### src/rtl/fetch_unit.sv
// RV32I instruction fetch stage with IF/ID pipeline register.
// Owns the fetch PC, talks req/ack to instruction memory and honours stall/flush/redirect.
module fetch_unit #(
  parameter logic [31:0] RESET_PC = 32'h0000_0000
) (
  input  logic        clk_i,
  input  logic        rst_i,
  input  logic        stall_i,
  input  logic        flush_i,
  input  logic        redirect_i,
  input  logic [31:0] redirect_pc_i,
  output logic        imem_req_o,
  output logic [31:0] imem_addr_o,
  input  logic        imem_ack_i,
  input  logic [31:0] imem_rdata_i,
  output logic [31:0] instr_o,
  output logic [31:0] pc_o,
  output logic [31:0] pc_plus4_o,
  output logic        instr_valid_o
);

  // Memory handshake: imem_req_o/imem_addr_o stay stable from assertion until the
  // cycle imem_ack_i=1; ack may coincide with the first req cycle; ack without req is ignored.
  typedef enum logic [1:0] {IDLE, FETCH, HOLD, DRAIN} state_e;

  state_e      state_q;
  logic        req_q;
  logic [31:0] fetch_pc_q;
  logic [31:0] buf_q;
  logic [31:0] buf_pc_q;
  logic [31:0] pend_pc_q;
  logic [31:0] instr_q;
  logic [31:0] pc_q;
  logic [31:0] pc_plus4_q;
  logic        valid_q;

  logic [31:0] redir_tgt;
  logic [31:0] pc_inc;
  logic        ack;
  logic        load_mem;
  logic        load_buf;

  assign redir_tgt = {redirect_pc_i[31:2], 2'b00};
  assign pc_inc    = fetch_pc_q + 32'd4;
  assign ack       = imem_ack_i & req_q;
  assign load_mem  = (state_q == FETCH) && ack && !redirect_i && !stall_i;
  // A flush never consumes the buffered word; it stays parked until a clean cycle.
  assign load_buf  = (state_q == HOLD) && !redirect_i && !stall_i && !flush_i;

  always_ff @(posedge clk_i) begin
    if (rst_i) begin
      state_q    <= IDLE;
      req_q      <= 1'b0;
      fetch_pc_q <= RESET_PC;
      buf_q      <= 32'h0;
      buf_pc_q   <= 32'h0;
      pend_pc_q  <= 32'h0;
      instr_q    <= 32'h0;
      pc_q       <= 32'h0;
      pc_plus4_q <= 32'd4;
      valid_q    <= 1'b0;
    end else begin
      case (state_q)
        IDLE: begin
          state_q <= FETCH;
          req_q   <= 1'b1;
        end
        FETCH: begin
          if (ack) begin
            if (redirect_i) begin
              fetch_pc_q <= redir_tgt;
            end else begin
              fetch_pc_q <= pc_inc;
              if (stall_i) begin
                buf_q    <= imem_rdata_i;
                buf_pc_q <= fetch_pc_q;
                state_q  <= HOLD;
                req_q    <= 1'b0;
              end
            end
          end else if (redirect_i) begin
            pend_pc_q <= redir_tgt;
            state_q   <= DRAIN;
          end
        end
        HOLD: begin
          if (redirect_i) begin
            fetch_pc_q <= redir_tgt;
            state_q    <= FETCH;
            req_q      <= 1'b1;
          end else if (load_buf) begin
            state_q <= FETCH;
            req_q   <= 1'b1;
          end
        end
        DRAIN: begin
          // The outstanding word is thrown away; the most recent redirect target wins.
          if (ack) begin
            fetch_pc_q <= redirect_i ? redir_tgt : pend_pc_q;
            state_q    <= FETCH;
          end else if (redirect_i) begin
            pend_pc_q <= redir_tgt;
          end
        end
        default: begin
          state_q <= IDLE;
          req_q   <= 1'b0;
        end
      endcase

      if (flush_i) begin
        instr_q <= 32'h0;
        valid_q <= 1'b0;
      end else if (!stall_i) begin
        if (load_mem) begin
          instr_q    <= imem_rdata_i;
          pc_q       <= fetch_pc_q;
          pc_plus4_q <= pc_inc;
          valid_q    <= 1'b1;
        end else if (load_buf) begin
          instr_q    <= buf_q;
          pc_q       <= buf_pc_q;
          pc_plus4_q <= buf_pc_q + 32'd4;
          valid_q    <= 1'b1;
        end else begin
          instr_q <= 32'h0;
          valid_q <= 1'b0;
        end
      end
    end
  end

  assign imem_req_o    = req_q;
  assign imem_addr_o   = fetch_pc_q;
  assign instr_o       = instr_q;
  assign pc_o          = pc_q;
  assign pc_plus4_o    = pc_plus4_q;
  assign instr_valid_o = valid_q;

endmodule
### config.mk
export PLATFORM = sky130hd
export DESIGN_NAME = fetch_unit
export DESIGN_NICKNAME = d
export VERILOG_FILES = /design/src/rtl/fetch_unit.sv
export SDC_FILE = /design/constraint.sdc
export NUM_CORES = 1
export LEC_CHECK = 0
export BUFFER_PORTS_ARGS = -buffer_cell sky130_fd_sc_hd__buf_2
export CORE_MARGIN = 5
export CORE_UTILIZATION = 35
export DETAILED_ROUTE_END_ITERATION = 16
export SLEW_MARGIN = 20
export SYNTH_ARGS = -nofsm -noshare
export SYNTH_HDL_FRONTEND = slang
export SYNTH_SLANG_ARGS = --single-unit
### constraint.sdc
create_clock -name clk_i -period 3.2 [get_ports clk_i]
set_input_delay 0.96 -clock clk_i [delete_from_list [all_inputs] [get_ports clk_i]]
set_output_delay 0.96 -clock clk_i [all_outputs]
set_load 0.02 [all_outputs]
After elaboration in Yosys (flattened, before gate mapping) --
Index checks and enable logic that the tools add are counted.
Cells by class: $add $sub $neg 2, equality and inequality tests 12, multiplexer cells 28, bitwise logic cells 5, reduce and logical (&&, ||, !) cells 21
Operators with widths (count):
- 32-bit two-way mux | 11
- 32-bit one-hot mux with 3 select lines | 1
- 32-bit by 3-bit adder with 32-bit output (second input constant) | 2
- 2-bit two-way mux | 7
- 3-bit inequality test (second input constant) | 4
- 2-bit inequality test (second input constant) | 5
- 5-bit AND reduction | 2
- 2-bit one-hot mux with 4 select lines | 1
- 4-bit AND reduction | 2
- 1-bit two-way mux | 7
- 1-bit logical AND | 6
- 3-bit nonzero test | 2
- 2-bit equality test (second input constant) | 2
- 1-bit NOT | 4
- 2-bit OR reduction | 2
- 1-bit logical NOT | 3
- 1-bit one-hot mux with 3 select lines | 1
- 3-bit AND reduction | 1
- 2-bit by 1-bit equality test with 1-bit output (second input constant) | 1
- 2-bit logical NOT | 1
- 2-bit AND reduction | 1
- 2-bit nonzero test | 1
- 1-bit AND | 1
Word-level totals: register bits after elaboration 228, word-level logic and storage cells 78

Logic depth before layout (Yosys ltp) --
Gate-level depths: netlist (run 1).
depth after elaboration 7, gate-level depth with buffers 8, depth with buffers taken out 6

Least setup slack after synthesis (run 1) --
No wires, ideal clock.
kind input port to flip-flop, start input port redirect_i, end register pc_plus4_q[21] (netlist: pc_plus4_o[21]), setup time 0.126 ns, arrival 2.403 ns, path slack 0.671 ns, stages 7, buffers on the path 3, cells stage by stage or2_1 buf_2 or3_1 clkbuf_1 clkbuf_1 nor4_1 nor3_1
Between the ends: cells in the longest elaborated chain, start to end 6, elaborated cells between the ends (all ways) 9, classes of those cells mux: 1; reduce/logical: 8
Ends and longest elaborated chain:
- start: declaration | RTL line 10 | input logic redirect_i,
- 1-bit logical NOT * | RTL line 46, 48
- 1-bit logical AND (3 in series) | RTL line 48 | assign load_buf = (state_q == HOLD) && !redirect_i && !stall_i && !flush_i;
- 2-bit nonzero test (no line)
- 3-bit AND reduction (no line)
- end signal: assignment | RTL line 118 | pc_plus4_q <= pc_inc;
- end signal: assignment | RTL line 123 | pc_plus4_q <= buf_pc_q + 32'd4;
- end: declaration | RTL line 34 | logic [31:0] pc_plus4_q;
Mark *: on every way between the ends. The rest lies on a longest branch, timed or not. A chain may end at the register's enable or synchronous reset.

Worst setup path in the final report (run 1) --
start register fetch_pc_q[19] (netlist: imem_addr_o[19]), end output port imem_addr_o[19]
RTL lines:
- start: declaration | RTL line 28 | logic [31:0] fetch_pc_q;
- start signal: assignment | RTL line 71 | fetch_pc_q <= redir_tgt;
- start signal: assignment | RTL line 73 | fetch_pc_q <= pc_inc;
- start signal: assignment | RTL line 88 | fetch_pc_q <= redir_tgt;
- end: declaration | RTL line 13 | output logic [31:0] imem_addr_o,
No word-level cell between the ends.

==> flow_summary.toml, run 1 <==
[final_layout]
finish.utilization = 0.420
diodes = 0
layout-drive-gt1-share = 0.179
final_nets = 1695
fillers = 3256
area_growth_syn_to_layout_pct = 17.8

[drt]
route.detailed.drc = 0
vias_per_cell = 5.51
drt_iter0_markers = 1151
wirelength_um = 38100
vias = 11300
ant_nets = 0
wire_per_inst_um = 18.7
first_pass_iters = 5

[critical_path]
crit_type = "reg -> out"
slowest_delay_ns = 0.67
critPathCaptureType = "output pin"
required_ns = 2.24
arrival_ns = 1.50
cp_top_family = "flip-flops"
critical-path-slowest-cell = "dfxtp_1"
path_max_fanout = 13
crit_chain = "buf_2"
cp-start-kind = "register"
worst-path-buf-inv = 1

[clock_network]
h-tree-depth = 1
cts_setup_buffers = 0
cts_hold_buf = 0
cts_buffers = 26
cts.sinks = 226
clock_path_buffers = 3
clockRootBuffer = "clkbuf_16"
clkLatencyLatePin_ns = 0.53
cts_tree = "built"
clkTransAtPathRegs_ns = 0.06
cts_resized = 0

[floorplanning]
start_util = 0.357
fp.dieArea_sq_um = 36000
dieHeight_um = 190
core_area_sq_um = 31700
die_w_um = 190
pin_count = 200
fp-row-count = 65

[pwr]
power_frac_comb = 0.076
p_sw_frac = 0.245
power_frac_clock = 0.472
ir_drop_uv = 283
p_int_w = 0.00489
leakage_nw = 4.78
seqPwrFrac = 0.451
powerDensity_nw_per_um2 = 486
p_sw_w = 0.00159

[synthesis]
yosysWarningCount = 0
yosysUniqueCellTypes = 75
async_flop_share = 0
synthesis.nets = 1578
syn_inst = 1506
netlist_area_sq_um = 11300
synth_seq_cells = 226
ys_seq_area_frac = 0.400
synth_top_cell_by_area = "dfxtp_1"
postSynthAreaPerCell_sq_um = 7.51
synth_ff_type = "dfxtp_1"
yosys-top-cells-area = "dfxtp_1, nand2_1, a21oi_1, clkbuf_1, nor2_1"
synth-edff-count = 0
yosys.area.top_type_share = 0.400

[flow_run]
drv_cap = 0

[sta]
rsz0062_at_grt = "no"
setup_violations = 0
slew_headroom = 0.445
period_share = 0.769
final.setup.tns_ns = 0
hold_slack_ns = 0.451
finalHoldViolCount = 0
max_clock_freq_mhz = 407
tightestPinTransition_ns = 0.832
fin_skew_ns = 0.00801
drv_slew = 0
min_period_ns = 2.46

[min_path]
hold_path.class = "reg -> reg"

[grt]
antenna_found_initial = 0
grt_util_all_layers = 0.202
overflow = 0
grt_max_degree = 169
grt_pass1_wl_um = 59600
grt_pass1_vias = 10300

[placement]
gp_congestion = 0.897
dpl.hpwl_um = 26200
port_buffers = 197

[status]
outcome = "completed"
[layer usage]
layer | global-route usage | wire length [um] | vias to the layer above
met3 | 0.0327 | 2910 | 66
li1 | - | - | 5516
met4 | 0.0637 | 1200 | 0
met2 | 0.306 | 16500 | 398
met1 | 0.294 | 17500 | 5275
met5 | 0 | 0 | -
[cells by family after synthesis]
kind of cell | Yosys count | synth area share
compound gates | 413 | 0.239
xor+xnor | 32 | 0.0248
fa+ha+maj | 2 | 0.00221
buf+inv | 158 | 0.0690
flops | 226 | 0.400
mux | 5 | 0.00442
simple gates | 670 | 0.261
[worst paths after layout]
check	from	to	slack, ns	depth (start not counted)
worst max-delay path	imem_addr_o[19]	imem_addr_o[19]	0.74	1
worst min-delay path	pend_pc_q[9]	pend_pc_q[9]	0.45	2
worst max register to register	imem_addr_o[7]	pc_plus4_o[28]	0.76	5
worst min register to register	pend_pc_q[9]	pend_pc_q[9]	0.45	2
[flip-flops by register name, indices dropped and copies added, names as in the netlist]
signal,count
buf_pc_q,32
buf_q,32
imem_addr_o,32
imem_req_o,1
instr_o,32
instr_valid_o,1
pc_o,32
pc_plus4_o,30
pend_pc_q,32
state_q,2
[cells in the final DEF (no fill, tap or decap), types with 27 or more instances in the layout]
cell type	n
a21o_1	38
a21oi_1	165
a311oi_1	32
buf_2	196
buf_4	32
clkbuf_16	27
dfxtp_1	226
nand2_1	422
nand3_1	34
nor2_1	78
o21ai_0	49
[synth_stat cells (5+ instances only)]
cell type / n
nor2_1: 80
xor2_1: 11
o31a_1: 6
clkbuf_1: 106
a22oi_1: 9
and3_1: 16
o32ai_1: 8
or3_1: 10
o211ai_1: 11
xnor2_1: 21
and4_1: 13
a311oi_1: 32
buf_1: 9
nor4_1: 21
a21o_1: 38
nand3_1: 35
a31oi_1: 9
o31ai_1: 6
a211oi_1: 10
a22o_1: 12
o21a_1: 8
nand4_1: 22
buf_2: 11
mux2i_1: 5
inv_1: 14
a21oi_1: 166
o2bb2ai_1: 12
o21ai_0: 49
dfxtp_1: 226
nand2_1: 422
clkbuf_8: 10
nor3_1: 25
[layout make-up]
cell class	instances	area (sq um)	area share
multi-input cells	1122	6050	0.454
flip-flops and latches	226	4520	0.340
repair buffers	233	1320	0.0992
clock buffers	35	746	0.0560
well taps	402	503	0.0377
clock inverters	10	130	0.00977
inverters	14	52.6	0.00394
[worst min-delay path, stage by stage, from the launching register on]
cell and delay [ns]:
dfxtp_1 0.30, nand2_1 0.05, a21oi_1 0.05
[metrics by stage]
stage          cell area [sq um]  total power [W]  setup slack [ns]  instances
6_report                   13300          0.00648             0.740       2042
3_3_place_gp               12400          0.00347             0.389       1997
3_5_place_dp               12400          0.00348             0.355       1997
4_1_cts                    13300          0.00654             0.761       2042
2_1_floorplan              11300          0.00328             0.671       1506
5_1_grt                    13300          0.00671             0.522       2042
[power groups by stage]
stage	Sequential (W)	Combinational [W]	Clock, W
final	0.00292	0.000495	0.00306
after global routing	0.00293	0.000543	0.00324
after CTS	0.00292	0.000496	0.00313
after detailed placement	0.00298	0.000494	0
after global placement	0.00298	0.000490	0
after floorplan	0.00298	0.000297	0
(Power assumes the default switching activity.)
==> run 2: changes to the inputs <==
- clock period: 3.2 -> 2.5 ns (I/O delays scaled with it)
==> run 2 against run 1 <==
Effect of this change: core utilization increased by 1.4 points; worst setup slack got worse by 0.42 ns; total power up 29%; critical path depth is the same; first-iteration DRC count is 5.4% lower; critical path type unchanged; largest cell class unchanged.
==> flow_summary.toml, run 2 (synthesized netlist as in run 1, its figures left out) <==
[placement]
dp_slack_ns = 0.0445
port_buffers = 197
gp_congestion = 0.905
dpl.hpwl_um = 27500

[critical_path]
r2r-end = "imem_addr_o[30]"
slowest_delay_ns = 0.63
critPathCaptureType = "output pin"
cp-start-kind = "register"
critical-path-slowest-cell = "dfxtp_1"
required_ns = 1.75
path_max_fanout = 11
crit_chain = "buf_2"
crit_type = "reg -> out"
reg2reg_slack_ns = 0.36
worst-path-buf-inv = 1
crit_path_start = "imem_addr_o[23]"
cp_top_family = "flip-flops"
endpoint = "imem_addr_o[23]"
crit_cells = 1
reg2reg_from = "imem_addr_o[10]"
reg2reg_depth = 5
arrival_ns = 1.43

[drt]
vias_per_cell = 5.47
drt_iter0_markers = 1089
first_pass_iters = 6
route.detailed.drc = 0
wire_per_inst_um = 18.6
vias = 11400
wirelength_um = 38800
ant_nets = 0

[flow_run]
drv_cap = 0

[final_layout]
layout-drive-gt1-share = 0.202
layout_commonest_cell = "nand2_1"
finish.utilization = 0.434
final_cell_mix = "nand2_1, dfxtp_1, buf_2, a21oi_1, nor2_1"
area_growth_syn_to_layout_pct = 21.7
final_nets = 1741

[clock_network]
cts_resized = 0
cts_setup_buffers = 0
clkTransAtPathRegs_ns = 0.06
cts.sinks = 226
cts_buffers = 25
clkLatencyLatePin_ns = 0.52
cts_tree = "built"
clockRootBuffer = "clkbuf_16"
cts_hold_buf = 0
clock_path_buffers = 3
h-tree-depth = 1

[grt]
grt_pass1_wl_um = 60000
antenna_found_initial = 1
overflow = 0
grt_util_all_layers = 0.205
grt_max_degree = 89
grt_pass1_vias = 10400

[sta]
setup_violations = 0
fin_ws_ns = 0.318
rsz0062_at_grt = "no"
tightestPinTransition_ns = 0.682
slew_headroom = 0.545
max_clock_freq_mhz = 458
min_period_ns = 2.18
period_share = 0.873
drv_slew = 0
finalHoldViolCount = 0
fin_skew_ns = 0.00482
final.setup.tns_ns = 0

[min_path]
hold_path.class = "reg -> reg"

[floorplanning]
pin_count = 200
fp-row-count = 65
start_util = 0.357
fp.dieArea_sq_um = 36000
core_area_sq_um = 31700
dieHeight_um = 190
die_w_um = 190

[status]
outcome = "completed"

[pwr]
powerDensity_nw_per_um2 = 605
ir_drop_uv = 458
leakage_nw = 5.04
==> run 2: cell types whose count changed in the layout (fill, tap and decap cells not counted) <==
cell,change
clkinvlp_4,-1
clkinv_2,-1
buf_12,+8
clkbuf_8,+4
clkbuf_16,-2
diode_2,+1
buf_4,+39
==> run 2: area by class of cell <==
| cell class | instances | area, sq um |
|---|---|---|
| multi-input cells | 1122 | 6050 |
| clock inverters | 8 | 118 |
| repair buffers | 280 | 1770 |
| fillers | 3232 | 17900 |
| well taps | 402 | 503 |
| flip-flops and latches | 226 | 4520 |
| inverters | 14 | 52.6 |
| diodes | 1 | 2.50 |
| clock buffers | 37 | 751 |
==> run 2: how the worst min path moves through the flow <==
stage                                start       endpoint  slack [ns]  cells past startpoint
final                        pend_pc_q[25]  pend_pc_q[25]        0.45                      2
after floorplan              pend_pc_q[25]  pend_pc_q[25]        0.43                      2
after detailed placement      pend_pc_q[3]   pend_pc_q[3]        0.44                      2
after global placement       pc_plus4_o[2]  pc_plus4_o[2]        0.43                      2
after CTS                     pend_pc_q[3]   pend_pc_q[3]        0.45                      2
after global routing      imem_rdata_i[22]      buf_q[22]        0.46                      3
==> run 2: layer usage <==
layer / global-route usage / wire, um / vias to the layer above
met5: 0 / 0 / -
met4: 0.0518 / 833 / 0
met3: 0.0284 / 2480 / 43
met2: 0.313 / 17200 / 370
met1: 0.304 / 18300 / 5420
li1: - / - / 5606
==> run 2: report_power, final <==
group	internal (W)	switching (W)
registers	0.00366	0.0000570
clock network	0.00238	0.00153
logic	0.000246	0.000457
total	0.00629	0.00205
==> run 2: worst min-delay path: stages (launching register included) <==
cell	delay (ns)
dfxtp_1	0.30
nand2_1	0.05
a21oi_1	0.05
==> run 2: stage by stage <==
stage	hold WS [ns]	cells	power [W]	cell area [sq um]
global placement	0.433	2044	0.00449	12900
detailed placement	0.445	2044	0.00450	12900
floorplan	0.432	1506	0.00420	11300
finish	0.453	2090	0.00833	13800
CTS	0.453	2089	0.00840	13800
global route	0.456	2090	0.00862	13800
==> run 3: changes to the inputs <==
- clock period: 2.5 -> 2.75 ns (I/O delays scaled with it)
==> run 3 against run 2 <==
Effect of this change: worst setup slack improved by 0.015 ns; global-route usage about the same; flip-flop and latch count unchanged; design area decreased by 0.89%; clock-buffer cell count decreased by 5; sequential share of layout area increased by 0.30 points; clock power decreased by 5.1%; first-iteration DRC count decreased by 1.7%; core utilization decreased by 0.39 points; non-clock buffer count decreased by 14; via count decreased by 0.89%; clock skew increased by 0.0032 ns.
==> flow_summary.toml, run 3 (synthesized netlist as in run 1, its figures left out) <==
[floorplanning]
start_util = 0.357
core_area_sq_um = 31700
fp-row-count = 65
die_w_um = 190
fp.dieArea_sq_um = 36000
pin_count = 200
dieHeight_um = 190

[clock_network]
h-tree-depth = 1
cts_buffers = 25
cts_hold_buf = 0
cts_tree = "built"
clockRootBuffer = "clkbuf_16"
clock_path_buffers = 3
cts_setup_buffers = 0
clkLatencyLatePin_ns = 0.52
cts.sinks = 226
cts_resized = 0
clkTransAtPathRegs_ns = 0.06

[critical_path]
critPathCaptureType = "register"
crit_type = "reg -> reg"
arrival_ns = 2.80
cp-start-kind = "register"
required_ns = 3.13
path_max_fanout = 6

[flow_run]
drv_cap = 0

[pwr]
leakage_nw = 4.97
totalPowerFinal_w = 0.00771
powerDensity_nw_per_um2 = 565
ir_drop_uv = 326

[placement]
place_inst = 2030
gp_congestion = 0.884
port_buffers = 197
dpl.hpwl_um = 26800

[sta]
hold_slack_ns = 0.442
min_period_ns = 2.42
slew_headroom = 0.482
tightestPinTransition_ns = 0.778
final.setup.tns_ns = 0
period_share = 0.879
rsz0062_at_grt = "no"
fin_skew_ns = 0.00802
finalHoldViolCount = 0
max_clock_freq_mhz = 414
drv_slew = 0
setup_violations = 0

[drt]
vias_per_cell = 5.46
vias = 11300
first_pass_iters = 7
route.detailed.drc = 0
wirelength_um = 38500
ant_nets = 0
drt_iter0_markers = 1070
wire_per_inst_um = 18.5

[final_layout]
layout-drive-gt1-share = 0.195
final_cell_mix = "nand2_1, dfxtp_1, buf_2, a21oi_1, nor2_1"
layout_commonest_cell = "nand2_1"
fillers = 3227
seq_area_sq_um = 4520
diodes = 0
instances_no_fill = 2075
area_growth_syn_to_layout_pct = 20.6
final_nets = 1727
multiInputGateArea_sq_um = 6050

[grt]
grt_pass1_wl_um = 60300
grt_max_degree = 105
antenna_found_initial = 0
grt_util_all_layers = 0.204
overflow = 0
grt_pass1_vias = 10400

[status]
outcome = "completed"

[min_path]
hold_path.class = "reg -> reg"
[run 3: cell types whose count changed in the layout (fill, tap and decap cells not counted), sizes merged]
cell | before | now
buf | 280 | 266
clkbuf | 37 | 32
bufinv | 3 | 6
clkinv | 4 | 6
diode | 1 | 0
[run 3: path summary, 6_finish.rpt]
kind	start	endpoint	slack, ns	cells after the start
worst min register to register	pc_plus4_o[2]	pc_plus4_o[2]	0.44	2
worst max-delay path	imem_addr_o[2]	pc_plus4_o[28]	0.33	6
worst min-delay path	pc_plus4_o[2]	pc_plus4_o[2]	0.44	2
worst max register to register	imem_addr_o[2]	pc_plus4_o[28]	0.33	6
[run 3: metrics by stage]
stage                util  cell area, sq um  setup WS [ns]
floorplan               -             11300          0.356
global placement    0.402             12700          0.183
detailed placement  0.402             12700          0.160
CTS                 0.430             13700          0.384
global route        0.430             13700          0.200
finish              0.430             13700          0.333
[run 3: layer usage]
metal	share of wire	GRT usage	up-vias
met5	0	0	-
met4	0.032	0.0640	0
met3	0.074	0.0312	63
met2	0.43	0.310	446
met1	0.46	0.299	5247
li1	-	-	5581
[run 3: final cells by class]
type / count / area share
Clock buffer: 32 / 0.0500
Sequential cell: 226 / 0.331
Timing Repair Buffer: 266 / 0.119
Multi-Input combinational cell: 1122 / 0.443
Inverter: 14 / 0.00385
Clock inverter: 13 / 0.0162
Tap cell: 402 / 0.0368
[run 3: power breakdown]
part / switching (W) / internal, W / total, W
Combinational: 0.000410 / 0.000212 / 0.000621
Clock: 0.00140 / 0.00231 / 0.00371
Sequential: 0.0000519 / 0.00333 / 0.00338
[run 3: critical path, cell delays in order, from the launching register on]
cell      delay [ns]
dfxtp_1         0.47
ha_1            0.26
nand4_1         0.23
nor4_1          0.63
a21boi_0        0.20
nor3b_1         0.34
o32ai_1         0.15
